### src/rtl/keypad_if.sv
// Keypad pin bundle plus the decoded key outputs that feed the downstream lock FSM.
interface keypad_if;
  logic [3:0] row;
  logic [3:0] col;
  logic [3:0] keypad_value;
  logic       keypress;
  logic       key_held;

  modport master (
    input  row,
    output col,
    output keypad_value,
    output keypress,
    output key_held
  );

  modport slave (
    output row,
    input  col,
    input  keypad_value,
    input  keypress,
    input  key_held
  );
endinterface

### src/rtl/keypad_scanner.sv
// 4x4 matrix keypad scanner: column drive, row synchroniser, debounce and hex decode.
// Emits one keypress strobe per accepted press and tracks the held key until release.
module keypad_scanner #(
  parameter int clk_freq     = 50_000_000,
  parameter int scan_time_us = 1000,
  parameter int stable_time  = 10
) (
  input  logic     clk,
  input  logic     rst,
  keypad_if.master kp
);

  localparam int SCAN_RAW = clk_freq / 1_000_000 * scan_time_us;
  localparam int SCAN_CYC = (SCAN_RAW < 4) ? 4 : SCAN_RAW;
  localparam int DB_RAW   = clk_freq / 1000 * stable_time;
  localparam int DB_CYC   = (DB_RAW < 1) ? 1 : DB_RAW;
  localparam int SCAN_W   = $clog2(SCAN_CYC);
  localparam int DB_W     = $clog2(DB_CYC + 1);

  typedef enum logic [1:0] {
    SCAN     = 2'd0,
    DEBOUNCE = 2'd1,
    HELD     = 2'd2
  } state_t;

  logic [3:0]        row_p0;
  logic [3:0]        row_p1;
  state_t            state;
  state_t            state_nx;
  logic [1:0]        col_idx;
  logic [1:0]        col_idx_nx;
  logic [1:0]        row_idx;
  logic [1:0]        row_idx_nx;
  logic [SCAN_W-1:0] dwell;
  logic [SCAN_W-1:0] dwell_nx;
  logic [DB_W-1:0]   db_cnt;
  logic [DB_W-1:0]   db_cnt_nx;
  logic [3:0]        col_q;
  logic [3:0]        value_q;
  logic [3:0]        value_nx;
  logic              keypress_q;
  logic              keypress_nx;
  logic              held_q;
  logic              held_nx;
  logic              low_ok;
  logic [1:0]        low_idx;

  // Exactly one row low -> {valid, row index}; idle or ghosted patterns are invalid.
  function automatic logic [2:0] single_low(input logic [3:0] v);
    case (v)
      4'b1110: single_low = {1'b1, 2'd0};
      4'b1101: single_low = {1'b1, 2'd1};
      4'b1011: single_low = {1'b1, 2'd2};
      4'b0111: single_low = {1'b1, 2'd3};
      default: single_low = 3'b000;
    endcase
  endfunction

  function automatic logic [3:0] key_map(input logic [1:0] c, input logic [1:0] r);
    case ({r, c})
      4'h0: key_map = 4'h1;
      4'h1: key_map = 4'h2;
      4'h2: key_map = 4'h3;
      4'h3: key_map = 4'hA;
      4'h4: key_map = 4'h4;
      4'h5: key_map = 4'h5;
      4'h6: key_map = 4'h6;
      4'h7: key_map = 4'hB;
      4'h8: key_map = 4'h7;
      4'h9: key_map = 4'h8;
      4'hA: key_map = 4'h9;
      4'hB: key_map = 4'hC;
      4'hC: key_map = 4'h0;
      4'hD: key_map = 4'hF;
      4'hE: key_map = 4'hE;
      default: key_map = 4'hD;
    endcase
  endfunction

  // Stage p0/p1: two-flop synchroniser for the asynchronous row pins.
  always_ff @(posedge clk or posedge rst) begin
    if (rst) begin
      row_p0 <= 4'hF;
      row_p1 <= 4'hF;
    end else begin
      row_p0 <= kp.row;
      row_p1 <= row_p0;
    end
  end

  assign {low_ok, low_idx} = single_low(row_p1);

  always_comb begin
    state_nx    = state;
    col_idx_nx  = col_idx;
    row_idx_nx  = row_idx;
    dwell_nx    = dwell;
    db_cnt_nx   = db_cnt;
    value_nx    = value_q;
    keypress_nx = 1'b0;
    held_nx     = held_q;
    case (state)
      SCAN: begin
        // Rows are only trusted on the last dwell cycle so the column drive has settled.
        if (dwell == SCAN_W'(SCAN_CYC - 1)) begin
          dwell_nx = '0;
          if (low_ok) begin
            row_idx_nx = low_idx;
            db_cnt_nx  = '0;
            state_nx   = DEBOUNCE;
          end else begin
            col_idx_nx = col_idx + 2'd1;
          end
        end else begin
          dwell_nx = dwell + 1'b1;
        end
      end
      DEBOUNCE: begin
        if (row_p1 == ~(4'b0001 << row_idx)) begin
          if (db_cnt == DB_W'(DB_CYC - 1)) begin
            db_cnt_nx   = '0;
            state_nx    = HELD;
            value_nx    = key_map(col_idx, row_idx);
            keypress_nx = 1'b1;
            held_nx     = 1'b1;
          end else begin
            db_cnt_nx = db_cnt + 1'b1;
          end
        end else begin
          db_cnt_nx  = '0;
          dwell_nx   = '0;
          col_idx_nx = col_idx + 2'd1;
          state_nx   = SCAN;
        end
      end
      HELD: begin
        if (row_p1 == 4'hF) begin
          if (db_cnt == DB_W'(DB_CYC - 1)) begin
            db_cnt_nx  = '0;
            dwell_nx   = '0;
            held_nx    = 1'b0;
            col_idx_nx = col_idx + 2'd1;
            state_nx   = SCAN;
          end else begin
            db_cnt_nx = db_cnt + 1'b1;
          end
        end else begin
          db_cnt_nx = '0;
        end
      end
      default: begin
        state_nx = SCAN;
        dwell_nx = '0;
        db_cnt_nx = '0;
      end
    endcase
  end

  // Column drive is registered from the next index so it is always exactly one-low.
  always_ff @(posedge clk or posedge rst) begin
    if (rst) begin
      state      <= SCAN;
      col_idx    <= 2'd0;
      row_idx    <= 2'd0;
      dwell      <= '0;
      db_cnt     <= '0;
      col_q      <= 4'b1110;
      value_q    <= 4'h0;
      keypress_q <= 1'b0;
      held_q     <= 1'b0;
    end else begin
      state      <= state_nx;
      col_idx    <= col_idx_nx;
      row_idx    <= row_idx_nx;
      dwell      <= dwell_nx;
      db_cnt     <= db_cnt_nx;
      col_q      <= ~(4'b0001 << col_idx_nx);
      value_q    <= value_nx;
      keypress_q <= keypress_nx;
      held_q     <= held_nx;
    end
  end

  assign kp.col          = col_q;
  assign kp.keypad_value = value_q;
  assign kp.keypress     = keypress_q;
  assign kp.key_held     = held_q;

endmodule
### src/flat_wrapper.sv
// flat-port wrapper written by rule: the top's interface ports become plain ports
module keypad_scanner_flat 
#(
  parameter int clk_freq     = 50_000_000,
  parameter int scan_time_us = 1000,
  parameter int stable_time  = 10
)
  (clk, rst, kp_row, kp_col, kp_keypad_value, kp_keypress, kp_key_held);
  keypad_if kp_i ();
  input  logic clk;
  input  logic rst;
  input wire logic [$bits(kp_i.row)-1:0] kp_row;
  output wire logic [$bits(kp_i.col)-1:0] kp_col;
  output wire logic [$bits(kp_i.keypad_value)-1:0] kp_keypad_value;
  output wire logic [$bits(kp_i.keypress)-1:0] kp_keypress;
  output wire logic [$bits(kp_i.key_held)-1:0] kp_key_held;
  assign kp_i.row = kp_row;
  assign kp_col = kp_i.col;
  assign kp_keypad_value = kp_i.keypad_value;
  assign kp_keypress = kp_i.keypress;
  assign kp_key_held = kp_i.key_held;
  keypad_scanner #(.clk_freq(clk_freq), .scan_time_us(scan_time_us), .stable_time(stable_time)) u_core (.clk(clk), .rst(rst), .kp(kp_i));
endmodule
### config.mk
export PLATFORM = sky130hd
export DESIGN_NAME = keypad_scanner_flat
export DESIGN_NICKNAME = d
export VERILOG_FILES = /design/src/rtl/keypad_if.sv /design/src/rtl/keypad_scanner.sv /design/src/flat_wrapper.sv
export SDC_FILE = /design/constraint.sdc
export NUM_CORES = 1
export LEC_CHECK = 0
export ABC_AREA = 1
export ABC_CLOCK_PERIOD_IN_PS = 5150
export BUFFER_PORTS_ARGS = -buffer_cell sky130_fd_sc_hd__buf_2
export CAP_MARGIN = 25
export CORE_MARGIN = 5
export CORE_UTILIZATION = 55
export DETAILED_ROUTE_END_ITERATION = 8
export HOLD_SLACK_MARGIN = 0.15
export PLACE_DENSITY = 0.69
export REMOVE_ABC_BUFFERS = 1
export SETUP_SLACK_MARGIN = 0.3
export SYNTH_ARGS = -nofsm -noshare
export SYNTH_HDL_FRONTEND = slang
export SYNTH_SLANG_ARGS = --single-unit
### constraint.sdc
create_clock -name clk -period 5.15 [get_ports clk]
set_clock_uncertainty 0.1 [all_clocks]
set_input_delay 0.7725 -clock clk [delete_from_list [all_inputs] [get_ports clk]]
set_output_delay 0.7725 -clock clk [all_outputs]
set_load 0.1 [all_outputs]
==> results of run 1 <==
## placed cells by master, fill, tap and decap left out, types with 9 or more instances in the layout
cell type	count
ha_1	9
nand4_1	15
dfrtp_1	48
nand2_1	106
inv_1	45
nor3_1	15
xor2_1	15
nor2_1	49
dfstp_2	11
clkbuf_8	13
a21oi_1	9
nor2_2	13
o21ai_0	30
nand3_1	36
buf_2	15
## cell usage after synthesis, types with 9 or more instances
cell type and n:
dfrtp_1 48, xor2_1 15, nand4_1 15, inv_1 46
ha_1 9, dfstp_2 11, o21ai_0 30, nor3_1 15
nor2_1 49, a21oi_1 9, nor2_2 13, nand3_1 36
nand2_1 106
## worst reg2reg max path, delay by kind of cell, from the launching register on
family	cells	cell delay [ns]
DFF	1	0.38
adders and majority gates	1	0.28
and+or+nand+nor	6	0.85
AOI/OAI and AO/OA	1	0.17
buffers and inverters	1	0.25
## state kept, by name, summed over array words and instances, names as in the netlist, 2 cells and up
register	count
u_core.col_idx	2
u_core.db_cnt	19
u_core.row_idx	2
u_core.row_p1	4
u_core.kp.col	4
u_core.kp.keypad_value	4
u_core.state	2
u_core.row_p0	4
u_core.dwell	16
## power by group
| group | internal (mW) | switching [mW] |
|---|---|---|
| Combinational | 0.00480 | 0.0158 |
| Sequential | 0.469 | 0.00199 |
| Clock | 0.276 | 0.186 |
## cells by family after synthesis
group	synth area share [%]
simple gates	35.3
xor+xnor	4.17
flops	41.7
compound gates	7.75
fa+ha+maj	3.15
buf+inv	7.92
## routing by layer
metal | global-route usage (%) | vias up | wire length (microns)
met5 | 0 | - | 0
met4 | 7.69 | 0 | 91
met3 | 3.83 | 8 | 309
met2 | 29.8 | 58 | 3330
met1 | 23.6 | 1376 | 3270
li1 | - | 1511 | -
## worst paths after layout
kind,from,to,slack (ns),cells after the start
setup / recovery,u_core.kp.col[2],kp_col[2],3.00,1
hold / removal,u_core.row_p0[0],u_core.row_p1[0],0.26,0
setup reg to reg,u_core.db_cnt[1],u_core.dwell[2],3.03,9
hold reg to reg,u_core.row_p0[0],u_core.row_p1[0],0.26,0
max in group asynchronous,rst,u_core.kp.keypress,3.95,3
min in group asynchronous,rst,u_core.kp.keypad_value[3],0.53,3
## layout make-up
| cell class | count | area, sq um |
|---|---|---|
| timing repair buffer | 16 | 82.6 |
| fill | 547 | 2450 |
| sequential | 59 | 1490 |
| clock buffer | 13 | 179 |
| tap | 77 | 96.3 |
| inverter | 53 | 209 |
| clock inverter | 3 | 43.8 |
| multi-input combinational | 335 | 1800 |
## stage by stage
stage          cell area [sq um]  util, %  std cells  power [mW]  worst slack, ns
4_1_cts                     3900     61.4        556       0.964             2.99
3_5_place_dp                3670     57.9        540       0.501             3.04
3_3_place_gp                3670     57.9        540       0.501             3.12
2_1_floorplan               3500        -        447       0.494             2.84
5_1_grt                     3900     61.4        556       0.994             2.78
6_report                    3900     61.4        556       0.954             3.00
==> reports/results.ini, run 1 <==
[status]
status = completed

[logic_synthesis]
synth_top_area_cell = dfrtp_1
synth_top_area_share_pct = 33.6
yosysSeqAreaShare_pct = 41.7
synth-seq-cells = 59
synth.area.top_cells = dfrtp_1 (34%), nand2_1 (11%), dfstp_2 (8.1%), nor2_1 (5.2%), nand3_1 (5.0%)
synth_area_sq_um = 3570
synth_edf_count = 0
synthCells = 455
synth_flop_cell = dfrtp_1
synth_warnings = 0
ys_types = 35
async_reset_ff_share_pct = 100
synth.avg_cell_area_sq_um = 7.85

[timing]
post-route-period-util_pct = 41.7
max_freq_mhz = 466
hold_viol = 0
period_needed_ns = 2.15
relSlewSlack_pct = 52.3
setup_viol = 0
setup_tns_ns = 0
tightest_slew_ns = 0.715
grt_setup_unrepaired = false
slew_viol_final = 0
holdWs_ns = 0.257

[setup_path]
cp_top_family = flip-flops
cp_max_fo = 1
end_kind = primary output
cp_cell_sequence = buf_2
worst-path-buf-inv = 1
slowest_stage = dfstp_2
slowest_delay_ns = 0.52
crit_path_start_kind = register
worstSetupPathType = register to primary output
required_ns = 4.28
crit_arrival_ns = 1.27

[final_layout]
fin_nets = 489
diodes = 0
area_growth_pct = 9.18
drive_gt1_share_pct = 18.6

[clock_network]
clock_latency_ns = 0.35
post_cts_buffers = 0
root_buffer = clkbuf_8
h-tree-depth = 3
cts_tree = yes
clk_path_buf_depth = 2
cts.repair.resized = 0
clkSinkCount = 59
ctsHoldBuffers = 0
numCtsBuffers = 9
path_clk_slew_ns = 0.07

[detailed_routing]
drc = 0
viasPerCell = 5.31
vias = 2953
drt-initial-drc-count = 157
detail-route-antenna-nets = 0
dr.pass1.iters = 4
wire_per_inst_microns = 12.6
routed_wirelength_mm = 7.00

[grt]
grt_antenna_before_repair = 0
grt_pass1_wl_mm = 12.5
grt-ovfl-total = 0
grt_pass1_vias = 2783
grt_use_total_pct = 18.3
grt_start_max_net_pins = 60

[die]
fp-row-count = 29
fp.dieArea_sq_um = 8200
io_pins = 16
start_util_pct = 56.2
coreArea_sq_um = 6350
die_w_microns = 90.6
die_y_microns = 90.6

[hold_path]
min-delay-path-class = register to register

[power_and_ir_drop]
ir_worst_vdd_mv = 0.198
p_per_area_nw_per_um2 = 245
leakage_nw = 1.77

[job]
drv_cap = 0

[placement]
gp_congestion = 0.890
port_buffers = 15
hpwl_mm = 5.10

Power figures use the tool's default switching activity.
==> run 2: changes to the inputs <==
Settings changed: ABC_CLOCK_PERIOD_IN_PS 5150 to 2000.
Clock period 5.15 ns to 2 ns, I/O delays scaled along.
==> run 2 against run 1 <==
Final area increased by 30%. Critical path depth up 9. Clock-buffer cell count fell by 1. Worst setup slack got worse by 2.9 ns. Sequential cell count is the same. Wire length is 46% higher. Worst hold slack got worse by 0.0016 ns. Sequential power rose to 2.6 times the previous value. Clock power rose to 2.7 times the previous value. Core utilization grew 18 points. Register-to-register slack worse by 3.0 ns. Combinational power rose to 3.7 times the previous value. Largest cell class unchanged. Largest power group is now clock. Highest routed layer unchanged.
==> reports/results.ini, run 2 (synthesis results as in run 1) <==
[timing]
tightest_slew_ns = 0.486  ; -0.229 ns
relSlewSlack_pct = 67.8  ; +15 points
grt_setup_unrepaired = true
setup_viol = 0  ; unchanged
period_needed_ns = 1.93
setup_tns_ns = 0  ; unchanged
slew_viol_final = 0  ; unchanged
max_freq_mhz = 517
post-route-period-util_pct = 96.7
hold_viol = 0  ; unchanged

[final_layout]
diodes = 0  ; unchanged
fillers = 384  ; -30%
final_cell_mix = nand2_1 (82), buf_4 (51), dfrtp_1 (42), inv_1 (39), nor2_1 (27)
largest_reg_flops = 19  ; unchanged
drive_gt1_share_pct = 44.6  ; +26 points
regMostFlops = u_core.db_cnt
utilization_pct = 79.5  ; +18 points
top_regs = u_core.db_cnt x19, u_core.dwell x16
fin_nets = 561  ; +15%
final_common_cell = nand2_1
area_growth_pct = 41.5

[die]
start_util_pct = 56.2  ; unchanged
die_y_microns = 90.6  ; unchanged
fp.dieArea_sq_um = 8200  ; unchanged
die_w_microns = 90.6  ; unchanged
coreArea_sq_um = 6350  ; unchanged
fp-row-count = 29  ; unchanged
io_pins = 16  ; unchanged

[power_and_ir_drop]
ir_worst_vdd_mv = 0.367  ; +85%
leakage_nw = 2.28  ; +29%
p_per_area_nw_per_um2 = 503  ; +110%

[hold_path]
min-delay-path-class = register to register

[job]
drv_cap = 0  ; unchanged

[detailed_routing]
dr.pass1.iters = 5  ; +1
wire_per_inst_microns = 16.2  ; +29%
vias = 3571  ; +21%
drc = 0  ; unchanged
detail-route-antenna-nets = 0  ; unchanged
routed_wirelength_mm = 10.2  ; +46%
viasPerCell = 5.69  ; +7.1%
drt-initial-drc-count = 207  ; +32%

[setup_path]
cp_cell_sequence = inv_1 > nand2_1 > nand2_2 > nor2_4 > nand3_4 > nand3_4 > buf_4 > buf_8 > a21oi_1 > a21oi_1
cp_top_family = simple AND/OR/NAND/NOR gates
crit_path_start_kind = register
required_ns = 2.15  ; -2.13 ns
slowest_delay_ns = 0.56  ; +0.04 ns
cp_max_fo = 7  ; +6
slowest_stage = dfstp_2
worst-path-buf-inv = 3  ; +2
end_kind = register
worstSetupPathType = register to register
crit_arrival_ns = 2.09  ; +0.82 ns

[clock_network]
numCtsBuffers = 9  ; unchanged
h-tree-depth = 3  ; unchanged
root_buffer = clkbuf_8
path_clk_slew_ns = 0.07  ; about the same
clock_latency_ns = 0.34  ; about the same
clk_path_buf_depth = 2  ; unchanged
clkSinkCount = 59  ; unchanged
cts_tree = yes

[grt]
grt_pass1_vias = 3305  ; +19%
grt_pass1_wl_mm = 15.2  ; +21%
grt-ovfl-total = 0  ; unchanged
grt_use_total_pct = 22.4  ; +4.0 points
grt_antenna_before_repair = 0  ; unchanged
grt_start_max_net_pins = 40  ; -33%

[placement]
port_buffers = 15  ; unchanged
gp_congestion = 0.910  ; +2.3%
hpwl_mm = 5.48  ; +7.4%

[status]
status = completed

run 2: metrics by stage:
stage / power, mW / hold WS [ns] / std cells / instance area [sq um] / setup WS, ns
global placement: 1.29 / 0.236 / 552 / 3780 / 0.137
detailed placement: 1.30 / 0.241 / 552 / 3780 / 0.0719
floorplan: 1.27 / 0.204 / 447 / 3500 / 0.162
global route: 2.63 / 0.263 / 628 / 5050 / 0.0259
CTS: 2.55 / 0.259 / 614 / 4680 / 0.205
finish: 2.54 / 0.255 / 628 / 5050 / 0.0666
run 2: cell type report:
class	count	area (sq um)	area share (%)
flip-flops and latches	59	1500	29.7
repair inverters	2	17.5	0.347
multi-input cells	337	2260	44.8
clock inverters	4	72.6	1.44
well taps	77	96.3	1.91
repair buffers	84	718	14.2
clock buffers	12	155	3.07
inverters	53	231	4.58
run 2: timing repair:
item | CTS | global route
endpoints found under the hold margin | 21 | 0
setup buffers | 36 | 14
pin swaps | 37 | 33
resized for setup | 93 | 68
hold buffers | 5 | 0
gates cloned | 5 | 0
setup endpoints to repair | 47 | 52
run 2: power breakdown:
group	switching (mW)	internal, mW
clock	0.482	0.768
combinational	0.0520	0.0248
sequential	0.00582	1.21
run 2: routing by layer:
metal  vias to the layer above  GRT usage [%]  share of wire, %
met5                         -              0                 0
met4                         0           10.2               4.2
met3                        57           3.92               6.0
met2                       162           37.8                51
met1                      1687           27.6                39
li1                       1665              -                 -
run 2: final timing paths:
check | start | to | slack, ns | depth (start not counted)
setup / recovery | u_core.row_p1[3] | u_core.dwell[11] | 0.07 | 10
hold / removal | u_core.row_p0[0] | u_core.row_p1[0] | 0.26 | 0
setup reg to reg | u_core.row_p1[3] | u_core.dwell[11] | 0.07 | 10
hold reg to reg | u_core.row_p0[0] | u_core.row_p1[0] | 0.26 | 0
max in group asynchronous | rst | u_core.row_p0[3] | 0.76 | 4
min in group asynchronous | rst | u_core.dwell[1] | 0.42 | 3
run 2: worst register-to-register path: cells and delay by family (launching register included):
family / cells / cell delay, ns
AND/OR/NAND/NOR: 5 / 0.65
flip-flops: 1 / 0.56
AO/OA/AOI/OAI: 2 / 0.22
buffers and inverters: 3 / 0.33
==> run 3: changes to the inputs <==
Settings changed: ABC_AREA 1 to default, CORE_MARGIN 5 to 8, PLACE_DENSITY 0.69 to 0.7.
==> run 3 against run 2 <==
Clock-buffer cell count grew 1. Highest routed layer unchanged. The run now ends with setup timing left. Via count shrank 8.2%. Largest power group is now registers. Worst setup slack got worse by 0.31 ns. Critical path type unchanged. Sequential power about the same. First-iteration DRC count is 3.9% higher.
==> reports/results.ini, run 3 <==
[status]
status = complete, but fails checks
violations = setup timing

[detailed_routing]
routed_wirelength_mm = 9.83  ; -3.5%
vias = 3279  ; -8.2%
dr.pass1.iters = 5  ; unchanged
detail-route-antenna-nets = 0  ; unchanged
viasPerCell = 5.91  ; +3.9%
drt-initial-drc-count = 215  ; +3.9%
drc = 0  ; unchanged
wire_per_inst_microns = 17.7  ; +9.1%

[logic_synthesis]
synth_xor_area_share_pct = 2.31  ; -1.9 points
synth_top_area_cell = dfrtp_1
ys_types = 64  ; +83%
synth.area.top_cells = dfrtp_1 (35%), dfstp_2 (8.5%), nand2_1 (4.4%), o21ai_0 (4.1%), ha_1 (3.3%)
synth_warnings = 0  ; unchanged
synth_flop_cell = dfrtp_1
synth.area.mux_share_pct = 0.587  ; +0.59 points
synth-compound-area-share_pct = 18.1  ; +10 points
ys_top_cells_by_count = dfrtp_1 (48), nand2_1 (40), o21ai_0 (28)
synth-simple-area-share_pct = 27.9  ; -7.3 points
synthCells = 355  ; -22%
synth_area_sq_um = 3410  ; -4.4%
synth_fa_ha_area_share_pct = 3.30  ; +0.14 points
synth.most_common_cell = dfrtp_1
async_reset_ff_share_pct = 100  ; unchanged
synth.avg_cell_area_sq_um = 9.61  ; +23%
synth_edf_count = 0  ; unchanged
yosysSeqAreaShare_pct = 43.7  ; +1.9 points
synth_top_family_by_area = simple AND/OR/NAND/NOR gates
synth_top_area_share_pct = 35.2  ; +1.5 points
synth-seq-cells = 59  ; unchanged

[timing]
holdWs_ns = 0.243  ; -0.0118 ns
post-route-period-util_pct = 112  ; +16 points
relSlewSlack_pct = 67.3  ; -0.49 points
hold_viol = 0  ; unchanged
period_needed_ns = 2.24  ; +0.310 ns
grt_setup_unrepaired = true
slew_viol_final = 0  ; unchanged
setup_viol = 48  ; +48
max_freq_mhz = 446  ; -14%
worst_slack_ns = -0.244  ; -0.310 ns
tightest_slew_ns = 0.490  ; +0.00326 ns

[clock_network]
root_buffer = clkbuf_8
clock_latency_ns = 0.35  ; about the same
h-tree-depth = 3  ; unchanged
clkSinkCount = 59  ; unchanged
cts_tree = yes
clk_path_buf_depth = 2  ; unchanged
path_clk_slew_ns = 0.08  ; about the same
numCtsBuffers = 9  ; unchanged

[setup_path]
crit_path_start_kind = register
slowest_delay_ns = 0.54  ; -0.02 ns
slowest_stage = dfstp_2
end_kind = register
worstReg2RegEnd = u_core.kp.col[2]
reg2reg_depth = 8  ; -2
required_ns = 2.18  ; +0.03 ns
cp_common_cell = buf_4
cp_cell_sequence = or3b_4 > a211oi_4 > o21ai_4 > buf_4 > nand4b_2 > buf_4 > nand2_1 > o22a_1
cp_max_fo = 4  ; -3
worstSetupPathType = register to register
crit_arrival_ns = 2.42  ; +0.33 ns
r2r_setup_slack_ns = -0.24  ; -0.31 ns
crit-reg2reg-launch = u_core.row_p1[2]

[final_layout]
drive_gt1_share_pct = 44.8  ; +0.15 points
largest_reg_flops = 19  ; unchanged
top_regs = u_core.db_cnt x19, u_core.dwell x16
fillers = 342  ; -11%
final_common_cell = buf_4
area_growth_pct = 41.7
final_cell_mix = buf_4 (87), dfrtp_1 (48), nand2_1 (39), nor2_1 (19)
fin_nets = 490  ; -13%
regMostFlops = u_core.db_cnt
diodes = 0  ; unchanged

[power_and_ir_drop]
clkPwrFrac_pct = 41.7  ; -7.5 points
p_int_mw = 1.73  ; -13%
leakage_nw = 2.22  ; -2.9%
pwr-share-comb_pct = 4.5  ; +1.5 points
p_sw_share_pct = 23.3  ; +2.0 points
seq_power_share_pct = 53.9  ; +6.1 points
ir_worst_vdd_mv = 0.532  ; +45%
p_switching_uw = 526  ; -2.5%
p_per_area_nw_per_um2 = 467  ; -7.1%

[die]
die_w_microns = 94.8  ; +4.7%
fp-row-count = 28  ; -3.4%
io_pins = 16  ; unchanged
fp.dieArea_sq_um = 8980  ; +9.5%
start_util_pct = 57.3  ; +1.1 points
coreArea_sq_um = 5960  ; -6.2%
die_y_microns = 94.8  ; +4.7%

[placement]
gp_congestion = 0.849  ; -6.7%
pre_cts_ws_ns = -0.255  ; -0.327 ns
port_buffers = 15  ; unchanged
hpwl_mm = 6.01  ; +9.7%

[grt]
grt_start_max_net_pins = 25  ; -38%
grt-ovfl-total = 0  ; unchanged
grt_antenna_before_repair = 0  ; unchanged
grt_pass1_vias = 3205  ; -3.0%
grt_use_total_pct = 21.4  ; -0.98 points
grt_pass1_wl_mm = 15.1  ; -0.69%

[hold_path]
min_to = u_core.row_p1[2]
holdPathStages = 0  ; unchanged
min-delay-start = u_core.row_p0[2]
min-delay-path-class = register to register

[job]
drv_cap = 0  ; unchanged

run 3: cell count changes in the layout (fill, tap and decap cells not counted), sizes merged, moves of 6 or more:
cell and change:
a22o +8, and2 +9, and3 +8, buf +41, inv -44, nand2 -76
nand3 -24, nor2 -41, nor3 -8, xor2 -6
run 3: how the worst max path moves through the flow:
stage / start / endpoint / slack, ns / cells past startpoint
3_5_place_dp: u_core.row_p1[1] / u_core.kp.col[0] / -0.26 / 6
5_1_grt: u_core.row_p1[2] / u_core.state[0] / -0.32 / 8
6_report: u_core.row_p1[2] / u_core.kp.col[2] / -0.24 / 8
4_1_cts: u_core.db_cnt[5] / u_core.dwell[5] / -0.18 / 8
3_3_place_gp: u_core.db_cnt[5] / u_core.kp.keypad_value[1] / -0.21 / 8
2_1_floorplan: u_core.dwell[0] / u_core.db_cnt[11] / -0.68 / 6
run 3: timing repair:
item	CTS	global route
endpoints found under the setup margin	51	53
buffers inserted	13	6
hold buffers	5	0
gates resized for setup	62	34
pin swaps	30	22
gates cloned	0	0
endpoints found under the hold margin	17	0
run 3: area by class of cell:
cell class	count	area (sq um)	share of cell area [%]
multi-input combinational	269	2050	42.4
clock buffer	13	149	3.08
clock inverter	3	15.0	0.310
sequential	59	1490	30.8
inverter	11	41.3	0.854
tap	75	93.8	1.94
timing repair buffer	125	995	20.6
run 3: per-layer routing:
metal | track usage (%) | routed length (microns)
met5 | 0 | 0
met3 | 3.65 | 481
met4 | 8.58 | 181
met1 | 24.6 | 4000
met2 | 38.4 | 5160
run 3: logic make-up after synthesis:
| group | after synthesis |
|---|---|
| buffers and inverters | 27 |
| multiplexers | 2 |
| adder cells (fa/ha/maj) | 9 |
| XOR/XNOR | 9 |
| AO/OA/AOI/OAI | 89 |
| AND/OR/NAND/NOR | 160 |
| flip-flops | 59 |
run 3: worst max-delay path, delay by kind of cell (launching register included):
| kind | cells | cell delay (ns) |
|---|---|---|
| and+or+nand+nor | 3 | 0.60 |
| AOI/OAI and AO/OA | 3 | 0.63 |
| buffers and inverters | 2 | 0.30 |
| DFF | 1 | 0.54 |
run 3: stage by stage:
stage               cell area, sq um  utilization, %  total power [mW]  setup TNS, ns  std cells
floorplan                       3310               -              1.27         -12.63        339
global placement                4140            69.5              1.31          -4.99        515
detailed placement              4140            69.5              1.31          -6.91        515
CTS                             4650            78.2              2.25          -4.53        549
global route                    4840            81.2              2.34         -10.34        555
finish                          4840            81.2              2.26          -6.81        555
run 3: power groups by stage:
stage                     sequential [mW]  clock, mW  combinational, mW
after floorplan                      1.24          0             0.0358
after global placement               1.24          0             0.0750
after detailed placement             1.24          0             0.0773
after CTS                            1.22      0.942             0.0933
after global routing                 1.22       1.01              0.110
final                                1.22      0.942              0.101
